**src/rtl/sdiv_hs.sv**
```systemverilog
// sdiv_hs: pipelined signed fixed-point divider, one restoring step per stage, valid/ready flow control
module sdiv_hs #(
  parameter int WIDTH = 16,
  parameter int SCALE = 8,
  parameter int TAG_WIDTH = 4,
  parameter int ROUND = 0
) (
  input  logic                 clk,
  input  logic                 reset,
  input  logic                 in_valid,
  output logic                 in_ready,
  input  logic [WIDTH-1:0]     a,
  input  logic [WIDTH-1:0]     b,
  input  logic [TAG_WIDTH-1:0] in_tag,
  output logic                 out_valid,
  input  logic                 out_ready,
  output logic [WIDTH-1:0]     f,
  output logic [TAG_WIDTH-1:0] out_tag,
  output logic                 out_sat,
  output logic                 out_dbz
);
  localparam int D = WIDTH + SCALE;
  localparam logic [WIDTH-1:0] MAXF = {1'b0, {(WIDTH-1){1'b1}}};
  localparam logic [WIDTH-1:0] MINF = {1'b1, {(WIDTH-1){1'b0}}};
  logic adv;
  logic [D:0] v, sg, dz, nz;
  logic [WIDTH-1:0] rem [D+1];
  logic [WIDTH-1:0] bm [D+1];
  logic [D-1:0] nq [D+1];
  logic [TAG_WIDTH-1:0] tg [D+1];
  logic [WIDTH:0] a_ext, b_ext;
  logic [WIDTH-1:0] a_abs, b_abs;
  logic [WIDTH:0] t [1:D];
  logic ge [1:D];
  logic [D:0] mag;
  logic pos_sat, neg_sat;
  logic [WIDTH-1:0] f_n;
  assign adv = out_ready | ~out_valid;
  assign in_ready = adv;
  assign a_ext = {a[WIDTH-1], a};
  assign b_ext = {b[WIDTH-1], b};
  assign a_abs = a[WIDTH-1] ? WIDTH'(-a_ext) : a;
  assign b_abs = b[WIDTH-1] ? WIDTH'(-b_ext) : b;
  always_comb begin
    for (int k = 1; k <= D; k++) begin
      t[k] = {rem[k-1], nq[k-1][D-1]};
      ge[k] = t[k] >= {1'b0, bm[k-1]};
    end
  end
  assign mag = {1'b0, nq[D]} + (D+1)'(ROUND != 0 && {rem[D], 1'b0} >= {1'b0, bm[D]});
  assign pos_sat = !sg[D] && mag > (D+1)'(MAXF);
  assign neg_sat = sg[D] && mag > (D+1)'(MINF);
  assign f_n = dz[D] ? (nz[D] ? (sg[D] ? MINF : MAXF) : '0) :
               pos_sat ? MAXF : neg_sat ? MINF : sg[D] ? WIDTH'(-mag) : mag[WIDTH-1:0];
  always_ff @(posedge clk) begin
    if (reset) begin
      v <= '0;
      out_valid <= 1'b0;
      f <= '0;
      out_tag <= '0;
      out_sat <= 1'b0;
      out_dbz <= 1'b0;
    end else if (adv) begin
      v <= {v[D-1:0], in_valid};
      out_valid <= v[D];
      if (v[D]) begin
        f <= f_n;
        out_tag <= tg[D];
        out_sat <= !dz[D] && (pos_sat || neg_sat);
        out_dbz <= dz[D];
      end
    end
    if (adv) begin
      sg <= {sg[D-1:0], a[WIDTH-1] ^ b[WIDTH-1]};
      dz <= {dz[D-1:0], b == '0};
      nz <= {nz[D-1:0], a != '0};
      rem[0] <= '0;
      bm[0] <= b_abs;
      nq[0] <= D'(a_abs) << SCALE;
      tg[0] <= in_tag;
      for (int k = 1; k <= D; k++) begin
        rem[k] <= ge[k] ? WIDTH'(t[k] - {1'b0, bm[k-1]}) : t[k][WIDTH-1:0];
        nq[k] <= {nq[k-1][D-2:0], ge[k]};
        bm[k] <= bm[k-1];
        tg[k] <= tg[k-1];
      end
    end
  end
endmodule

```
**config.mk**
```make
export PLATFORM = sky130hd
export DESIGN_NAME = sdiv_hs
export DESIGN_NICKNAME = d
export VERILOG_FILES = /design/src/rtl/sdiv_hs.sv
export SDC_FILE = /design/constraint.sdc
export NUM_CORES = 2
export LEC_CHECK = 0
export BUFFER_PORTS_ARGS = -buffer_cell sky130_fd_sc_hd__buf_2
export CAP_MARGIN = 15
export CORE_MARGIN = 5
export CORE_UTILIZATION = 50
export CTS_BUF_LIST = sky130_fd_sc_hd__clkbuf_8
export DETAILED_ROUTE_END_ITERATION = 12
export PLACE_DENSITY = 0.65
export SYNTH_ARGS = -nofsm -noshare
export SYNTH_HDL_FRONTEND = slang
export SYNTH_SLANG_ARGS = --single-unit
```
**constraint.sdc**
```tcl
create_clock -name clk -period 63.1 [get_ports clk]
set_input_delay 6.31 -clock clk [delete_from_list [all_inputs] [get_ports clk]]
set_output_delay 6.31 -clock clk [all_outputs]
set_load 0.02 [all_outputs]
```
# Word-level counts from Yosys, hierarchy flattened
# Memories as Yosys holds them, arrays and structs flattened. A register that Yosys moved wholly into a read port is not among the register bits.
# Cells that the tools add are included.
# word_totals
ff_bits	119
ramBits	1500
in_bits	40
out_inout_bits	24
word_cells	111
n_memories	4
# op_classes
add_sub_neg	27
magnitude_cmp	26
muxes	34
bitwise	3
n_reduce_logical	9
# mem_list
name	depth	word_bits	rd	rd_ports_with_merged_regs	write_ports	line_no	rtl
nq	25	24	25	0	25	29	logic [D-1:0] nq [D+1];
bm	25	16	24	0	25	28	logic [WIDTH-1:0] bm [D+1];
rem	25	16	24	0	25	27	logic [WIDTH-1:0] rem [D+1];
tg	25	4	25	1	25	30	logic [TAG_WIDTH-1:0] tg [D+1];
# ops
op	n
2-to-1 mux 16 bit	32
>= comparator 17 x 16 -> 1 bit	24
subtractor 16 bit	24
negator 16 bit	3
greater-than comparator 24 x 15 -> 1 bit, second input constant	1
greater-than comparator 24 x 16 -> 1 bit, second input constant	1
zero test 16 bit	1
nonzero test 16 bit	1
logical AND 1 bit	3
zero test 1 bit	2
2-to-1 mux 1 bit	2
AND reduction 2 bit	1
logical OR 1 bit	1
inverter 1 bit	1
OR 1 bit	1
bitwise XOR 1 bit	1

# Longest topological paths before layout
# An unclocked memory read counts as a cell.
# depth
depth_word	6
depth_mapped	12
ltp_nobuf	11

# Worst setup path before layout
# No wires, ideal clock.
# synth_timing
path_kind	in2out
startpoint	input out_ready
endpoint	output in_ready
t_arrival_ns	43.594
required_ns	56.790
path_slack_ns	13.196
stages	4
path_buffers	2
path_cell_list	nor2b_1 -> clkbuf_1 -> clkinv_1 -> clkbuf_1
# synth_between
elab_chain_len	1
# synth_rtl
item	line_no	rtl
from (decl)	16	input logic out_ready,
OR 1 bit	38	assign adv = out_ready | ~out_valid;
to (decl)	11	output logic in_ready,
# Every way passes these cells.

# Worst setup path in the final report
# Ends and elaborated chain as after synthesis.

==> impl_results.md <==
- CTS Buffer Depth: 3
- Final Wtd Congestion: around 0.87
- Crit path time final: about 14 ns
- Internal power: about 2200 uW
- Worst R2R Path Depth: 9
- Post-Layout Cell Count: 7,097
- Pleak: approximately 0.03 uW
- Routed Antenna Nets: 0
- Cell Rows: 133
- Effective utilization at floorplan: 50.14%
- P_sw: between 1000 and 1500 uW
- Buf/Inv on CP: 4
- Reg-to-Reg End: nq[0][187]$_DFFE_PN_
- Die width: 372.4 um
- Average cell area after synthesis: ~13 um^2
- Sequential power share: a little over two fifths
- Die ar.: 138,700 um^2
- Area Overhead vs Synth: 10.38%
- Nets: 5,583
- Chip Height: around 370 um
- Vias in the first global route: between 30,000 and 40,000
- Grt total ovfl: 0
- CP Data Arrival Time: ~7.4 ns
- Compound-Gate Fraction of Synth Area: between 10 and 15%
- GRT Util Overall: ~17%
- Sequential Area: ~42,000 um^2
- Initial antenna violation count: 1
- Via count: approximately 38,000
- Clock group share of total power: around 24%
- VDD IR max: around 0.027 mV
- Clock Sinks: around 1,400
- Clock Latency Late Sink: between 0.9 and 1 ns
- Drt drc: 0
- Multi-input gate area: roughly 22,000 um^2
- Max_cap viols: 0
- Ports: 64
- Post-synthesis sequential area ratio: about 64%
- Dominant synthesized flop cell: edfxtp_1
- Worst Tran Pin Value: between 1 and 1.5 ns
- Largest family of logic cells by synthesized area: compound AO/OA/AOI/OAI gates
- Clock Skew: between 0.04 and 0.05 ns
- IO buf count: 63
- Status: finished, final reports clean
- Area share of fa/ha/maj cells after synthesis: under 10%
- Share of flip-flops with an asynchronous set or reset: 0%
- Hold Path Class: register to register
- Post-route clock period utilization: 21.69%
- DRT Pass-1 Iters: 6
- Startpoint types: input port
- Routed wire length: 118,400 um
- Hold path startpoint: nq[1][134]$_DFFE_PN_
- Peak Freq: approximately 73 MHz
- Hold Fails Final Rpt: 0
- Hold_buf cts: 0
- Setup CP Type: input port to output port
- CP Cell Sequence: buf_2, nor2b_2, buf_4, inv_8, buf_2
- Post-CTS setup buffer count: 0
- Flop2flop setup slack: between 50 and 60 ns
- CTS root buffer: clkbuf_8
- Crit-path most repeated cell: buf_2
- Max transition margin: between 20% and 30%
- Switching part of the total power: between 30% and 40%
- Syn Nets: roughly 5,400
- Finish-stage setup viols: 0
- H-tree depth: 4
- XOR/XNOR Fraction of Synth Area: 3.575%
- FILL cells: approximately 11,000
- CP Data Required Time: between 50 and 60 ns
- Final Max Slew Viols: 0
- Placed Cells: ~6,700
- Largest net degree at the start of global routing: 217
- Comb power frac: roughly a third
- Largest delay share family, worst path: buffers and inverters
- Mapped Area: 65,660 um^2
- Clk slew on worst S/H paths: around 0.060 ns
- P per Cell Area: 43.58 nW/um^2
- Post-Syn Instances: 4,917
- Worst path max stage delay: 0.36 ns
- Slowest CP cell: buf_2
- CTS resizes: 0
- CTS tree: done
- DR iter-0 viols: between 2,000 and 3,000
- Final HPWL DP: 82,690 um
- Hold Crit Depth: 0
- Crit. End Element: output port
- Post-synth EDFFs: ~1,400
- Setup TNS: 0 ns
- Unique masters post-synth: a little over 90
- Mux contribution to synthesized area: roughly 3.7%
- RSZ-0062 raised after global routing: no
- R2R Path Start: out_valid$_SDFFE_PP0N_
- WHS Endpoint: nq[1][159]$_DFFE_PN_
- Placed inst area: between 60,000 and 70,000 um^2
- Synth Area in Simple Gates: about 7.5%
- Synthesis warning total: 0
- DR WL/cell: 16.69 um
- Max FO, Critical Path: 53
- First-pass GRT wire length: ~190,000 um
- #FFs+latches synth: between 1,000 and 1,500
- Tot Pwr: around 3200 uW
- CTS Buf Count: 223
- Core Area: around 130,000 um^2
- Final instance area: approximately 72,000 um^2
- Layout cells sized above 1: a little under an eighth
- Vias per cell: about 5.3
[metrics by stage]
stage | setup WS, ns | hold WS (ns) | utilization [%]
2_1_floorplan | 13.20 | 0.4003 | -
3_3_place_gp | 49.34 | 0.4005 | 51.93
3_5_place_dp | 49.34 | 0.4045 | 51.93
4_1_cts | 49.34 | 0.3687 | 55.32
5_1_grt | 49.26 | 0.3821 | 55.34
6_report | 49.41 | 0.3831 | 55.34
[cells by family (layout without fill, tap and decap cells)]
group	after synthesis	after routing
flops	1411	1411
compound gates	1045	1045
simple gates	1033	1033
buf+inv	555	978
fa+ha+maj	394	394
xor+xnor	268	268
mux	211	211
other cells	0	2
[synthesized netlist by cell type (52+ instances only)]
| library cell | instances | area share, % |
|---|---|---|
| o21ai_0 | 257 | 2.0 |
| nor3_1 | 79 | 0.60 |
| o21a_1 | 82 | 0.94 |
| xnor2_1 | 172 | 2.3 |
| mux2_2 | 150 | 2.6 |
| edfxtp_1 | 1363 | 62 |
| clkbuf_1 | 59 | 0.34 |
| nor2b_1 | 56 | 0.53 |
| nand2_1 | 318 | 1.8 |
| ha_1 | 372 | 7.1 |
| inv_1 | 469 | 2.7 |
| a21o_1 | 76 | 0.87 |
| a21oi_1 | 311 | 2.4 |
| xor2_1 | 96 | 1.3 |
| nand3_1 | 52 | 0.40 |
| nor2_1 | 287 | 1.6 |
[state kept, by name (all words and copies together) (netlist names)]
name,flops
nq,436
rem,368
v,25
out_valid,1
out_sat,1
nz,25
bm,384
dz,25
out_tag,4
tg,100
sg,25
f,16
out_dbz,1
[layout make-up]
cell class                 count  share of cell area, %
inverter                     472                  2.455
tap                         1755                  3.030
clock buffer                 228                  4.330
timing repair buffer          90                 0.7734
multi-input combinational   2951                  29.81
sequential                  1411                  57.80
clock inverter               188                  1.797
antenna                        2               0.006906
[placed cells by master, fill, tap and decap left out, types with 14 or more instances in the layout]
master / n
edfxtp_1: 1363
inv_1: 538
ha_1: 372
nand2_1: 318
a21oi_1: 310
nor2_1: 287
o21ai_0: 257
clkbuf_8: 228
xnor2_1: 172
mux2_2: 150
xor2_1: 96
o21a_1: 82
nor3_1: 79
a21o_1: 76
buf_2: 64
clkinv_1: 56
nor2b_1: 55
nand3_1: 52
nand4_1: 48
nand2b_1: 48
dfxtp_1: 48
nor4_1: 36
o31ai_1: 33
clkinv_2: 33
o211ai_1: 30
mux2i_1: 28
mux2_4: 28
o21bai_1: 27
a31oi_1: 27
a211oi_1: 22
fa_1: 22
buf_4: 22
a21boi_0: 21
o31a_1: 17
and2_1: 17
bufinv_16: 16
and3_1: 14
[worst reg2reg max path, stage by stage (launching register included)]
cell and delay [ns]:
dfxtp_1 0.30, nor2b_2 0.14, buf_4 0.22, inv_8 0.30, buf_4 0.62, buf_4 0.81
buf_12 0.59, buf_12 1.00, buf_4 1.01, buf_4 0.76
[power groups by stage]
stage	clock network [uW]	logic, uW	registers, uW
2_1_floorplan	0	829	1340
3_3_place_gp	0	1000	1390
3_5_place_dp	0	1020	1390
4_1_cts	792	1030	1370
5_1_grt	836	1140	1390
6_report	764	1030	1370
[worst max path at each step]
stage          startpoint  cells after the start        to  slack [ns]
2_1_floorplan   out_ready                      4  in_ready       13.20
3_3_place_gp    out_ready                      5  in_ready       49.34
3_5_place_dp    out_ready                      5  in_ready       49.34
4_1_cts         out_ready                      5  in_ready       49.34
5_1_grt         out_ready                      5  in_ready       49.26
6_report        out_ready                      5  in_ready       49.41
[per-layer routing]
metal	track usage, %	routed length, um	vias to the layer above
li1	-	-	18780
met5	0	0	-
met4	5.526	2803	0
met1	21.93	52140	18040
met2	29.26	58230	697
met3	3.514	5268	198
Note: power is estimated with default switching activity, not from simulation.
